--- src/rtl/counter_pkg.sv ---
// Shared definitions for the T-flip-flop down-counter block.
// Holds the FSM state encoding and the default counter width.
// No logic lives here; it is imported by the counter top level.
package counter_pkg;

    localparam int DEFAULT_WIDTH = 4;

    typedef enum logic [1:0] {
        ST_IDLE = 2'b00,
        ST_RUN  = 2'b01,
        ST_DONE = 2'b10
    } state_t;

endpackage

--- src/rtl/t_flip_flop_ld.sv ---
// Single T flip-flop with a synchronous parallel-load input and async reset.
// Latency: q updates on the rising edge after t/ld are presented.
// Backpressure: none; ld overrides t, rst overrides everything.
module t_flip_flop_ld (
    input  logic clk,
    input  logic rst,
    input  logic t,
    input  logic ld,
    input  logic d,
    output logic q
);

    // Load takes priority over toggle so the counter can be preset cleanly.
    always_ff @(posedge clk or posedge rst) begin
        if (rst) begin
            q <= 1'b0;
        end else if (ld) begin
            q <= d;
        end else if (t) begin
            q <= ~q;
        end
    end

endmodule

--- src/rtl/tff_down_counter.sv ---
// Loadable down-counter built from T flip-flops with borrow pulse and reload.
// Latency: load visible on q one edge later; borrow one edge after terminal count.
// Backpressure: en gates counting; load always wins over en and terminal count.
module tff_down_counter
    import counter_pkg::*;
#(
    parameter int WIDTH = DEFAULT_WIDTH
) (
    input  logic             clk,
    input  logic             reset_outer,
    input  logic             load,
    input  logic [WIDTH-1:0] load_val,
    input  logic             en,
    input  logic             auto_reload,
    output logic [WIDTH-1:0] q,
    output logic             borrow,
    output logic             busy,
    output logic             done
);

    state_t           state;
    state_t           state_nxt;
    logic [WIDTH-1:0] reload_val;
    logic [WIDTH-1:0] toggle;
    logic [WIDTH-1:0] par_dat;
    logic             count_step;
    logic             at_zero;
    logic             term_cnt;
    logic             par_ld;

    // An enabled RUN cycle without a load either decrements or hits terminal count.
    assign at_zero    = (q == '0);
    assign count_step = (state == ST_RUN) && en && !load;
    assign term_cnt   = count_step && at_zero;

    // Load and reload share the parallel-load path; zero never toggles, so no wrap.
    assign par_ld  = load || (term_cnt && auto_reload);
    assign par_dat = load ? load_val : reload_val;

    // Toggle-enable chain: bit i flips when every lower bit is already zero.
    always_comb begin
        toggle    = '0;
        toggle[0] = count_step && !at_zero;
        for (int i = 1; i < WIDTH; i++) begin
            toggle[i] = toggle[i-1] && !q[i-1];
        end
    end

    // One T flip-flop per count bit; all bits switch on the same edge.
    for (genvar g = 0; g < WIDTH; g++) begin : g_bit
        t_flip_flop_ld u_bit (
            .clk (clk),
            .rst (reset_outer),
            .t   (toggle[g]),
            .ld  (par_ld),
            .d   (par_dat[g]),
            .q   (q[g])
        );
    end

    // Reload register remembers the most recent load value.
    always_ff @(posedge clk or posedge reset_outer) begin
        if (reset_outer) begin
            reload_val <= '0;
        end else if (load) begin
            reload_val <= load_val;
        end
    end

    // Borrow is a registered single-cycle pulse following the terminal-count edge.
    always_ff @(posedge clk or posedge reset_outer) begin
        if (reset_outer) begin
            borrow <= 1'b0;
        end else begin
            borrow <= term_cnt;
        end
    end

    // FSM state register.
    always_ff @(posedge clk or posedge reset_outer) begin
        if (reset_outer) begin
            state <= ST_IDLE;
        end else begin
            state <= state_nxt;
        end
    end

    // FSM next-state: load always enters RUN; terminal count without reload stops.
    always_comb begin
        state_nxt = state;
        case (state)
            ST_IDLE: begin
                if (load) state_nxt = ST_RUN;
            end
            ST_RUN: begin
                if (load) begin
                    state_nxt = ST_RUN;
                end else if (term_cnt && !auto_reload) begin
                    state_nxt = ST_DONE;
                end
            end
            ST_DONE: begin
                if (load) state_nxt = ST_RUN;
            end
            default: state_nxt = ST_IDLE;
        endcase
    end

    // Status flags decode directly from the state flops, so they are glitch-free.
    assign busy = (state == ST_RUN);
    assign done = (state == ST_DONE);

endmodule

--- config.mk ---
export PLATFORM = sky130hd
export DESIGN_NAME = tff_down_counter
export DESIGN_NICKNAME = d
export VERILOG_FILES = /design/src/rtl/counter_pkg.sv /design/src/rtl/t_flip_flop_ld.sv /design/src/rtl/tff_down_counter.sv
export SDC_FILE = /design/constraint.sdc
export NUM_CORES = 1
export LEC_CHECK = 0
export ABC_AREA = 0
export BUFFER_PORTS_ARGS = -buffer_cell sky130_fd_sc_hd__buf_2
export CORE_UTILIZATION = 40
export CTS_CLUSTER_SIZE = 25
export DETAILED_ROUTE_END_ITERATION = 10
export GPL_TIMING_DRIVEN = 0
export SETUP_SLACK_MARGIN = 0.5
export SLEW_MARGIN = 0
export SYNTH_ARGS = -nofsm -noshare
export SYNTH_HDL_FRONTEND = slang
export SYNTH_SLANG_ARGS = --single-unit
--- constraint.sdc ---
create_clock -name clk -period 2.2 [get_ports clk]
set_clock_uncertainty 0.1 [all_clocks]
set_input_delay 0.11 -clock clk [delete_from_list [all_inputs] [get_ports clk]]
set_output_delay 0.11 -clock clk [all_outputs]
set_load 0.1 [all_outputs]
After elaboration in Yosys (flattened, before gate mapping)
Cells that the tools add are included.

storage, ports and cells
  latch bits = 0
  memory bits (read-only) = 0
  memories kept = 0
  output and inout bits = 7
  bits in registers = 11
  memory bits (writable) = 0
  bits of input ports = 9
  word-level logic and storage cells = 52

cells by class
  reduce and logical (&&, ||, !) cells = 24
  magnitude comparators = 0
  $mul = 0
  bitwise operators = 4
  divide/modulo/power cells = 0
  equal/unequal tests = 4
  muxes and demuxes = 13
  shifts and indexed selects = 0
  add/subtract/negate cells = 0

operators with widths
  kind                                            count
  logical AND 1 bit                               9
  2-to-1 mux 1 bit                                8
  nonzero test 2 bit                              4
  logical NOT 1 bit                               6
  2-to-1 mux 2 bit                                3
  logical NOT 4 bit                               1
  2-to-1 mux 4 bit                                1
  NOT 1 bit                                       4
  one-hot mux 2 bit (2 select lines)              1
  != test 3 x 2 -> 1 bit (second input constant)  1
  == test 2 x 1 -> 1 bit (second input constant)  1
  == test 2 bit (second input constant)           1
  logical NOT 2 bit                               1
  != test 2 x 1 -> 1 bit (second input constant)  1
  AND reduction 2 bit                             1
  OR reduction 2 bit                              1
  logical OR 1 bit                                1

Longest topological paths before layout
Gate-level depths: netlist of run 1.

  depth after elaboration = 9
  gate-level depth with buffers = 4
  gate-level depth less buffers = 3

By module
From an unflattened synthesis of run 1, not the netlist that was laid out.

unflattened totals
  cell total of the unflattened synthesis = 52
  area, all modules = 576.8 um2

by module, submodules not included
  module            times used  area an instance (um2)  seq. area each (um2)  cells each
  tff_down_counter  1           391.6                   175.2                 32
  t_flip_flop_ld    4           46.3                    25.0                  5

Worst setup path before layout of run 1
No wires, ideal clock.

  path type = reg2out
  from = reg state[0]
  to = out busy
  required time = 1.990 ns
  data arrival time = 1.755 ns
  path buffers = 0
  cell stages (with the launch flop) = 2
  slack = 0.235 ns
  cell sequence = dfrtp_1 nor2b_1

on the way
  longest elaborated chain between the ends = 1

RTL lines
  what                      line                     RTL
  start: declaration        tff_down_counter.sv:21   state_t state;
  start signal: assignment  tff_down_counter.sv:84   state <= state_nxt;
  == test 2 x 1 -> 1 bit    tff_down_counter.sv:110  assign busy = (state == ST_RUN);
  end: declaration          tff_down_counter.sv:17   output logic busy,

Every way passes these cells.

Worst setup path in the final report of run 1
  from = reg state[1]
  to = reg g_bit[2].u_bit.q

on the way
  longest elaborated chain between the ends = 7
  elaborated cells between the ends (all ways) = 11
  those cells by class = eq/ne (1); mux (1); reduce/logical (9)

RTL lines
  what                                                    line                                            RTL
  == test 2 x 1 -> 1 bit *                                tff_down_counter.sv:33                          assign count_step = (state == ST_RUN) && en && !load;
  logical AND 1 bit * (2 in series)                       tff_down_counter.sv:33
  logical AND 1 bit, on equally long branches             tff_down_counter.sv:34, tff_down_counter.sv:43
  logical AND 1 bit, on equally long branches             tff_down_counter.sv:37, tff_down_counter.sv:45
  logical OR 1 bit or logical AND 1 bit (tied branches)   tff_down_counter.sv:37, tff_down_counter.sv:45
  2-to-1 mux 1 bit or nonzero test 2 bit (tied branches)  n/a
  end signal: assignment                                  t_flip_flop_ld.sv:20                            q <= ~q;
  end: declaration                                        t_flip_flop_ld.sv:10                            output logic q

Mark *: on every way between the ends. The rest lies on a longest branch, timed or not.
A chain may end at the register's enable or synchronous reset.

==> results of run 1 <==
## cell type report
| type | count | share of cell area |
|---|---|---|
| sequential | 11 | 0.375 |
| clock buffer | 4 | 0.0358 |
| buffer | 5 | 0.0478 |
| multi-input combinational | 34 | 0.331 |
| inverter | 4 | 0.0205 |
| tap | 15 | 0.0256 |
| timing repair buffer | 19 | 0.164 |
## per-stage QoR
| stage | hold slack, ns | setup slack, ns |
|---|---|---|
| 2_1_floorplan | -0.138 | 0.657 |
| 3_3_place_gp | 0.0220 | 0.659 |
| 3_5_place_dp | 0.0237 | 0.657 |
| 4_1_cts | 0.0525 | 0.620 |
| 5_1_grt | 0.0613 | 0.554 |
| 6_report | 0.0546 | 0.616 |
## final timing paths
path / slack, ns / cells past startpoint / from / end
max reg2reg: 0.62 / 3 / state[1] / g_bit[2].u_bit.q
min reg2reg: 0.39 / 2 / reload_val[3] / reload_val[3]
max in group asynchronous: 1.43 / 3 / reset_outer / g_bit[1].u_bit.q
min in group asynchronous: 0.28 / 3 / reset_outer / g_bit[0].u_bit.q
max: 0.62 / 3 / state[1] / g_bit[2].u_bit.q
min: 0.05 / 2 / load / borrow
## state kept, by name, indices dropped and copies added, names as in the netlist
name / cells
state: 2
g_bit.u_bit.q: 4
borrow: 1
reload_val: 4
## power breakdown
part | internal [uW] | switching [uW] | total (uW)
registers | 222 | 20.9 | 243
clock network | 70.3 | 68.8 | 139
logic | 61.3 | 135 | 197
total | 353 | 225 | 578
## per-layer routing
metal | wire length (um) | vias up | track usage
met3 | 60 | 4 | 0.0511
met5 | 0 | - | 0
met2 | 526 | 20 | 0.230
met4 | 26 | 0 | 0.103
li1 | - | 238 | -
met1 | 480 | 240 | 0.180
## cell families after synthesis
kind of cell / share of synthesized area
DFF: 0.487
buffers and inverters: 0.0885
muxes: 0.0951
and+or+nand+nor: 0.159
AOI/OAI and AO/OA: 0.170
## layout by cell type (no fill, tap or decap), drive strengths merged, types with 2 or more instances in the layout
cell	Yosys	routed
mux2	3	3
nor2b	2	2
dlygate4sd3	0	5
a21oi	3	3
a31oi	2	2
o21ai	4	4
mux2i	2	2
buf	5	19
dfrtp	11	11
nor2	3	3
clkbuf	0	4
inv	4	4
## worst register-to-register path: stages (launching register included)
cell,delay [ns]
dfrtp_1,0.43
nand4bb_1,0.29
or4_1,0.51
a31oi_1,0.18
==> metrics.md, run 1 <==
| Metric | Value |
|---|---|
| Worst EP arrival | approximately 1.7 ns |
| Post-Place Cell Area | ~660 um^2 |
| Register Area | 275 um^2 |
| FFs w/ async S/R, synth | 1.00 |
| First-pass GRT wire length | ~1500 um |
| Drt drc | 0 |
| Post-Synthesis Cells | 54 |
| Multi-input logic area | between 200 and 250 um^2 |
| Crit Path Category | flip-flop to flip-flop |
| Antenna Nets Post-Route | 0 |
| CP cell instances | nand4bb_1 -> or4_1 -> a31oi_1 |
| IO buf count | 14 |
| Layout cells sized above 1 | 0.351 |
| Area of the core | between 1000 and 1500 um^2 |
| Setup crit end kind | flip-flop |
| Starting Density | 0.435 |
| RSZ-0062 raised after global routing | no |
| Status | finished clean |
| Via-to-Cell Ratio | between 5 and 6 |
| Largest net degree at the start of global routing | 12 |
| Seq/Total Area, Yosys | 0.487 |
| Syn avg cell area | around 10 um^2 |
| Top_reg_cell synth | dfrtp_1 |
| Pwr Total | around 580 uW |
| Leading post-synthesis cells by cell area | dfrtp_1 49%, mux2_2 6.0%, buf_4 5.3% |
| Antenna violations before repair | 0 |
| Synth area leader | dfrtp_1 |
| Clk slew on worst S/H paths | around 0.070 ns |
| H-tree depth | 1 |
| Slew of the pin with the lowest slew margin | around 0.48 ns |
| Later-pin clock latency in the skew report | around 0.27 ns |
| Max Cap Viol | 0 |
| Power Dens Cells | between 700 and 800 nW/um^2 |
| Count of pins over their slew limit | 0 |
| Post-layout util | 0.563 |
| DRT Pass-1 Iters | 4 |
| Max_slew headroom | 0.681 |
| Hold WC Path Type | input pin to flip-flop |
| GRT Total Usage | 0.152 |
| Minimum clock period | about 1.6 ns |
| Resized cells post-CTS | 0 |
| Die height | 39.6 um |
| Total CTS buffers | 3 |
| Vias | around 500 |
| Flops & latches, synth | 11 |
| Die X-Extent | 39.6 um |
| Fill cells | 126 |
| Die Area | ~1600 um^2 |
| Post-synth EDFFs | 0 |
| P_leak | around 0.00035 uW |
| DR iter-0 viols | 5 |
| TNS Setup | 0 ns |
| WP buf/inv | 0 |
| Top-count cell post-synth | dfrtp_1 |
| Worst path slowest cell | or4_1 |
| Final Hold Vio Count | 0 |
| Synth Cell Area | 566 um^2 |
| CP Data Required Time | 2.29 ns |
| Yosys Warn Count | 0 |
| Mean routed wirelength per cell | ~12 um |
| Syn nets | 63 |
| Most frequent cells after synthesis | 11 x dfrtp_1, 4 x buf_4, 4 x inv_1 |
| Synthesis-to-layout area growth | 29.6% |
| Worst vdd ir | between 300 and 400 uV |
| Period utilization | 0.720 |
| # Post-CTS Setup Buffers | 0 |
| Row cnt | 13 |
| # diodes | 0 |
| Finished Cell Area | 733 um^2 |
| CTS root buf | clkbuf_4 |
| Startpoint types | flip-flop |
| RePlAce Congestion | just under 0.8 |
| CTS Sinks | 11 |
| Hold_buf cts | 5 |
| Maximum fanout along the worst path | 6 |
| Cell Count, Final, Fillers Out | between 90 and 100 |
| Total grt overflow | 0 |
| CTS Buffer Depth | 2 |
| Post-synth cell types | 27 |
| I/O pin count | 16 |
| HPWL after DPL | between 700 and 800 um |
| CTS tree | built |
| Critical path's top delay family | simple AND/OR/NAND/NOR gates |
| DP Cell Count | a little over 80 |
| WL final | 1090 um |
| Synth top area share | 0.487 |
| Final setup viols | 0 |
| Vias in the first global route | between 300 and 400 |
| Max stage delay on crit path | a little over 0.5 ns |
| Final Net Count | 87 |
| Peak Freq | ~630 MHz |
(Power assumes the default switching activity.)
==> inputs of run 2 (changes only) <==
PLACE_DENSITY = 0.66   (was default)
clock period = 1.4 ns   (was 2.2 ns; I/O delays follow)
==> metrics.md, run 2 (synthesized netlist as in run 1, its figures left out) <==
| Metric | Value |
|---|---|
| Final worst slack | -0.0790 ns |
| Crit. Startpoint | state[1] |
| Switch Pwr | about 390 uW |
| CTS tree | built |
| Regs by FF count | g_bit.u_bit.q: 4 flops, reload_val: 4 flops, state: 2 flops |
| TNS Setup | -0.0957 ns |
| # diodes | 0 |
| Mean routed wirelength per cell | between 10 and 15 um |
| Most frequent cells in the layout | 8 x buf_2, 7 x dfrtp_1, 7 x buf_12, 7 x buf_4, 6 x buf_6 |
| FF-to-FF End | g_bit[2].u_bit.q |
| RSZ-0062 raised after global routing | yes |
| Count of pins over their slew limit | 0 |
| Antenna Nets Post-Route | 0 |
| Fin Hold WS | -0.0592 ns |
| Antenna violations before repair | 0 |
| Fill cells | 97 |
| Worst EP arrival | about 1.6 ns |
| Pint | 673 uW |
| GRT Total Usage | 0.187 |
| HPWL after DPL | 813 um |
| Synthesis-to-layout area growth | 71.5% |
| Vias in the first global route | around 440 |
| I/O pin count | 16 |
| Largest net degree at the start of global routing | 12 |
| Final Hold Vio Count | 3 |
| Status | finished with violations |
| CTS Sinks | 11 |
| Switching share of power | 0.370 |
| Final setup viols | 2 |
| Most common cell after layout, fill and taps aside | buf_2 |
| Failing checks | hold timing, setup timing |
| Minimum clock period | around 1.5 ns |
| Final Net Count | 93 |
| Die Area | about 1600 um^2 |
| DRT Pass-1 Iters | 4 |
| Combinational power share | 0.438 |
| CP cell instances | nand4bb_4 -> or4_1 -> a31oi_1 |
| Max stage delay on crit path | 0.45 ns |
| Vias | 511 |
| Worst vdd ir | about 720 uV |
| Internal reg-to-reg setup slack | -0.08 ns |
| Worst path slowest cell | or4_1 |
| Slew of the pin with the lowest slew margin | approximately 0.42 ns |
| IO buf count | 14 |
| Post-layout util | 0.745 |
| Hold_sp | load_val[3] |
| Via-to-Cell Ratio | between 5 and 6 |
| Layout cells sized above 1 | 0.590 |
| Drt drc | 0 |
| H-tree depth | 1 |
| Clock network power share | 0.201 |
| Area of the core | roughly 1300 um^2 |
| Max_slew headroom | 0.720 |
| Die X-Extent | between 30 and 40 um |
| Die height | 39.6 um |
| Power Dens Cells | approximately 1100 nW/um^2 |
| Later-pin clock latency in the skew report | approximately 0.26 ns |
| DR iter-0 viols | 7 |
| CTS Buffer Depth | 2 |
| Maximum fanout along the worst path | 5 |
| CTS root buf | clkbuf_4 |
| Startpoint types | flip-flop |
| Crit Path Category | flip-flop to flip-flop |
| Hold WC Path Type | input pin to flip-flop |
| Max Cap Viol | 0 |
| CP Data Required Time | ~1.5 ns |
| Row cnt | 13 |
| P_leak | 0.000437 uW |
| WL final | roughly 1300 um |
| Peak Freq | 676 MHz |
| Worst r2r src | state[1] |
| Setup crit end | g_bit[2].u_bit.q |
| Total grt overflow | 0 |
| Worst r2r path cells | 3 |
| Period utilization | 1.06 |
| Starting Density | 0.435 |
| Clk slew on worst S/H paths | 0.07 ns |
| RePlAce Congestion | roughly 0.80 |
| Setup crit end kind | flip-flop |
| Sequential power share | 0.361 |
| Hold path depth | 3 |
| Total CTS buffers | 3 |
| First-pass GRT wire length | between 1500 and 2000 um |
==> run 2: repair_timing <==
action / in CTS / in global routing
endpoints found under the hold margin: 16 / 5
cloned: 0 / 0
gates resized for setup: 33 / 15
buffers inserted: 4 / 5
pin swaps: 1 / 1
hold buffers: 2 / 1
endpoints found under the setup margin: 14 / 16
==> run 2: worst max-delay path, delay by kind of cell (launching register included) <==
kind | cells | cell delay, ns
AOI/OAI and AO/OA | 1 | 0.16
DFF | 1 | 0.43
and+or+nand+nor | 2 | 0.70
==> run 2: metrics by stage <==
step	std cells	instance area, um^2	power (uW)	worst slack [ns]	hold WS, ns
finish	98	970	1070	-0.0790	-0.0592
global route	98	970	1120	-0.118	-0.0580
CTS	93	875	1010	-0.0302	-0.0510
detailed placement	83	664	687	-0.0860	-0.0196
global placement	83	664	682	-0.0597	-0.0231
floorplan	54	576	636	0.0501	-0.178
==> run 2: power by group through the flow <==
stage / clock [uW] / combinational [uW] / sequential (uW)
3_3_place_gp: 0 / 297 / 386
5_1_grt: 244 / 487 / 390
4_1_cts: 223 / 401 / 381
3_5_place_dp: 0 / 300 / 387
2_1_floorplan: 0 / 253 / 383
6_report: 215 / 468 / 385
==> run 2: layout make-up <==
type / count / area [um^2] / area share
clock buffers: 4 / 26.3 / 0.0271
multi-input cells: 34 / 309 / 0.319
plain buffers: 5 / 50.0 / 0.0516
repair buffers: 25 / 270 / 0.279
flip-flops and latches: 11 / 280 / 0.289
well taps: 15 / 18.8 / 0.0194
inverters: 4 / 15.0 / 0.0155
==> run 2: worst min-delay path by stage <==
stage	endpoint	slack [ns]
after floorplan	g_bit[0].u_bit.q	-0.18
after global placement	reload_val[0]	-0.02
after detailed placement	reload_val[0]	-0.02
after CTS	reload_val[3]	-0.05
after global routing	reload_val[3]	-0.06
final	reload_val[3]	-0.06
==> run 2: layer usage <==
layer,routed length (um),vias up,global-route usage
li1,-,250,-
met2,670,21,0.299
met1,589,236,0.245
met4,25,0,0.0776
met3,53,4,0.0341
met5,0,-,0
==> inputs of run 3 (changes only) <==
CELL_PAD_IN_SITES_DETAIL_PLACEMENT = 1   (was default)
CELL_PAD_IN_SITES_GLOBAL_PLACEMENT = 1   (was default)
CORE_UTILIZATION = 33   (was 40)
PLACE_DENSITY = default   (was 0.66)
PLACE_DENSITY_LB_ADDON = 0.1   (was default)
==> metrics.md, run 3 (synthesized netlist as in run 1, its figures left out) <==
| Metric | Value |
|---|---|
| Status | finished with violations |
| Failing checks | DRC, hold timing |
| Die Area | between 1500 and 2000 um^2 |
| Layout cells sized above 1 | 0.532 |
| I/O pin count | 16 |
| Worst r2r src | state[1] |
| RSZ-0062 raised after global routing | yes |
| Largest net degree at the start of global routing | 12 |
| Worst r2r path cells | 3 |
| DR iter-0 viols | 7 |
| IO buf count | 14 |
| Worst vdd ir | just over 500 uV |
| Regs by FF count | g_bit.u_bit.q: 4 flops, reload_val: 4 flops, state: 2 flops |
| Final Hold Vio Count | 3 |
| Mean routed wirelength per cell | 14.6 um |
| Total CTS buffers | 3 |
| Drt drc | 2 |
| Final setup viols | 0 |
| Antenna violations before repair | 0 |
| TNS Setup | 0 ns |
| Die X-Extent | between 40 and 50 um |
| GRT Total Usage | 0.179 |
| Max Cap Viol | 0 |
| Hold_sp | load_val[3] |
| Vias | between 400 and 500 |
| H-tree depth | 1 |
| Later-pin clock latency in the skew report | around 0.27 ns |
| Antenna Nets Post-Route | 0 |
| Peak Freq | around 720 MHz |
| Vias in the first global route | 520 |
| Total grt overflow | 0 |
| Clk slew on worst S/H paths | approximately 0.08 ns |
| Via-to-Cell Ratio | just over 5 |
| P_leak | ~0.0004 uW |
| Worst EP arrival | 1.48 ns |
| CTS Buffer Depth | 2 |
| Period utilization | 0.987 |
| Count of pins over their slew limit | 0 |
| Slew of the pin with the lowest slew margin | about 0.44 ns |
| First-pass GRT wire length | 2420 um |
| # diodes | 0 |
| Minimum clock period | between 1 and 1.5 ns |
| WL final | 1380 um |
| CTS root buf | clkbuf_4 |
| Most frequent cells in the layout | 8 x buf_2, 7 x dfrtp_1, 6 x buf_4, 6 x buf_12 |
| Fin Hold WS | -0.0658 ns |
| Hold Path Sink | reload_val[3] |
| Hold path depth | 3 |
| FF-to-FF End | g_bit[2].u_bit.q |
| Startpoint types | flip-flop |
| Internal reg-to-reg setup slack | ~0.018 ns |
| DRT Pass-1 Iters | 6 |
| Synthesis-to-layout area growth | 58.4% |
| Setup crit end kind | flip-flop |
| Hold WC Path Type | input pin to flip-flop |
| Final Net Count | 89 |
| Row cnt | 14 |
| Power Dens Cells | 1140 nW/um^2 |
| Die height | about 43 um |
| Pwr Total | 1020 uW |
| Starting Density | 0.363 |
| CTS tree | built |
| CP Data Required Time | about 1.5 ns |
| Most common cell after layout, fill and taps aside | buf_2 |
| Maximum fanout along the worst path | 6 |
| CTS Sinks | 11 |
| Area of the core | between 1500 and 2000 um^2 |
| HPWL after DPL | 949 um |
| Max_slew headroom | 0.705 |
| Crit Path Category | flip-flop to flip-flop |
| RePlAce Congestion | 0.693 |
run 3: changes by cell type in the layout (fill, tap and decap cells not counted), sizes merged:
cell    change
buf         -4
clkbuf      -1
clkinv      +1
run 3: layout make-up:
cell class | instances | area, um^2
Fill cell | 165 | 663
Buffer | 5 | 42.5
Clock inverter | 1 | 5.00
Multi-Input combinational cell | 34 | 283
Timing Repair Buffer | 21 | 228
Inverter | 4 | 15.0
Tap cell | 16 | 20.0
Sequential cell | 11 | 280
Clock buffer | 3 | 22.5
run 3: per-stage QoR:
stage | util | instances | setup WS [ns] | area (um^2) | hold WS [ns]
after floorplan | - | 54 | 0.0501 | 576 | -0.178
final | 0.575 | 95 | 0.0182 | 896 | -0.0658
after global routing | 0.575 | 95 | -0.0390 | 896 | -0.0640
after global placement | 0.427 | 84 | -0.0638 | 666 | -0.00768
after detailed placement | 0.427 | 84 | -0.0976 | 666 | 0.00293
after CTS | 0.549 | 93 | -0.0291 | 856 | -0.0658
run 3: report_power, final:
| group | internal (uW) | switching [uW] | total, uW |
|---|---|---|---|
| Combinational | 180 | 234 | 414 |
| Clock | 106 | 116 | 222 |
| Sequential | 350 | 38.7 | 388 |
run 3: what timing repair did:
| item | 4_1_cts | 5_1_grt |
|---|---|---|
| endpoints found under the setup margin | 14 | 15 |
| resized for setup | 30 | 7 |
| buffers inserted | 3 | 2 |
| hold buffers | 2 | 1 |
| endpoints found under the hold margin | 16 | 5 |
| pin swaps | 0 | 2 |
run 3: critical path, stage by stage, from the launching register on:
cell	delay [ns]
dfrtp_2	0.45
nand4bb_4	0.21
or4_4	0.42
a31oi_1	0.13
run 3: worst max-delay path by stage:
stage,from,end,slack (ns),cells past startpoint
after floorplan,state[1],g_bit[2].u_bit.q,0.05,3
after global placement,state[1],g_bit[2].u_bit.q,-0.06,3
after detailed placement,state[1],g_bit[2].u_bit.q,-0.1,3
after CTS,state[1],g_bit[2].u_bit.q,-0.03,3
after global routing,g_bit[2].u_bit.q,state[0],-0.04,3
final,state[1],g_bit[2].u_bit.q,0.02,3
run 3: layer usage:
| metal | global-route usage | vias up | wire length, um |
|---|---|---|---|
| met5 | 0 | - | 0 |
| li1 | - | 240 | - |
| met1 | 0.230 | 236 | 634 |
| met2 | 0.294 | 13 | 692 |
| met4 | 0.0563 | 0 | 10 |
| met3 | 0.0500 | 2 | 47 |
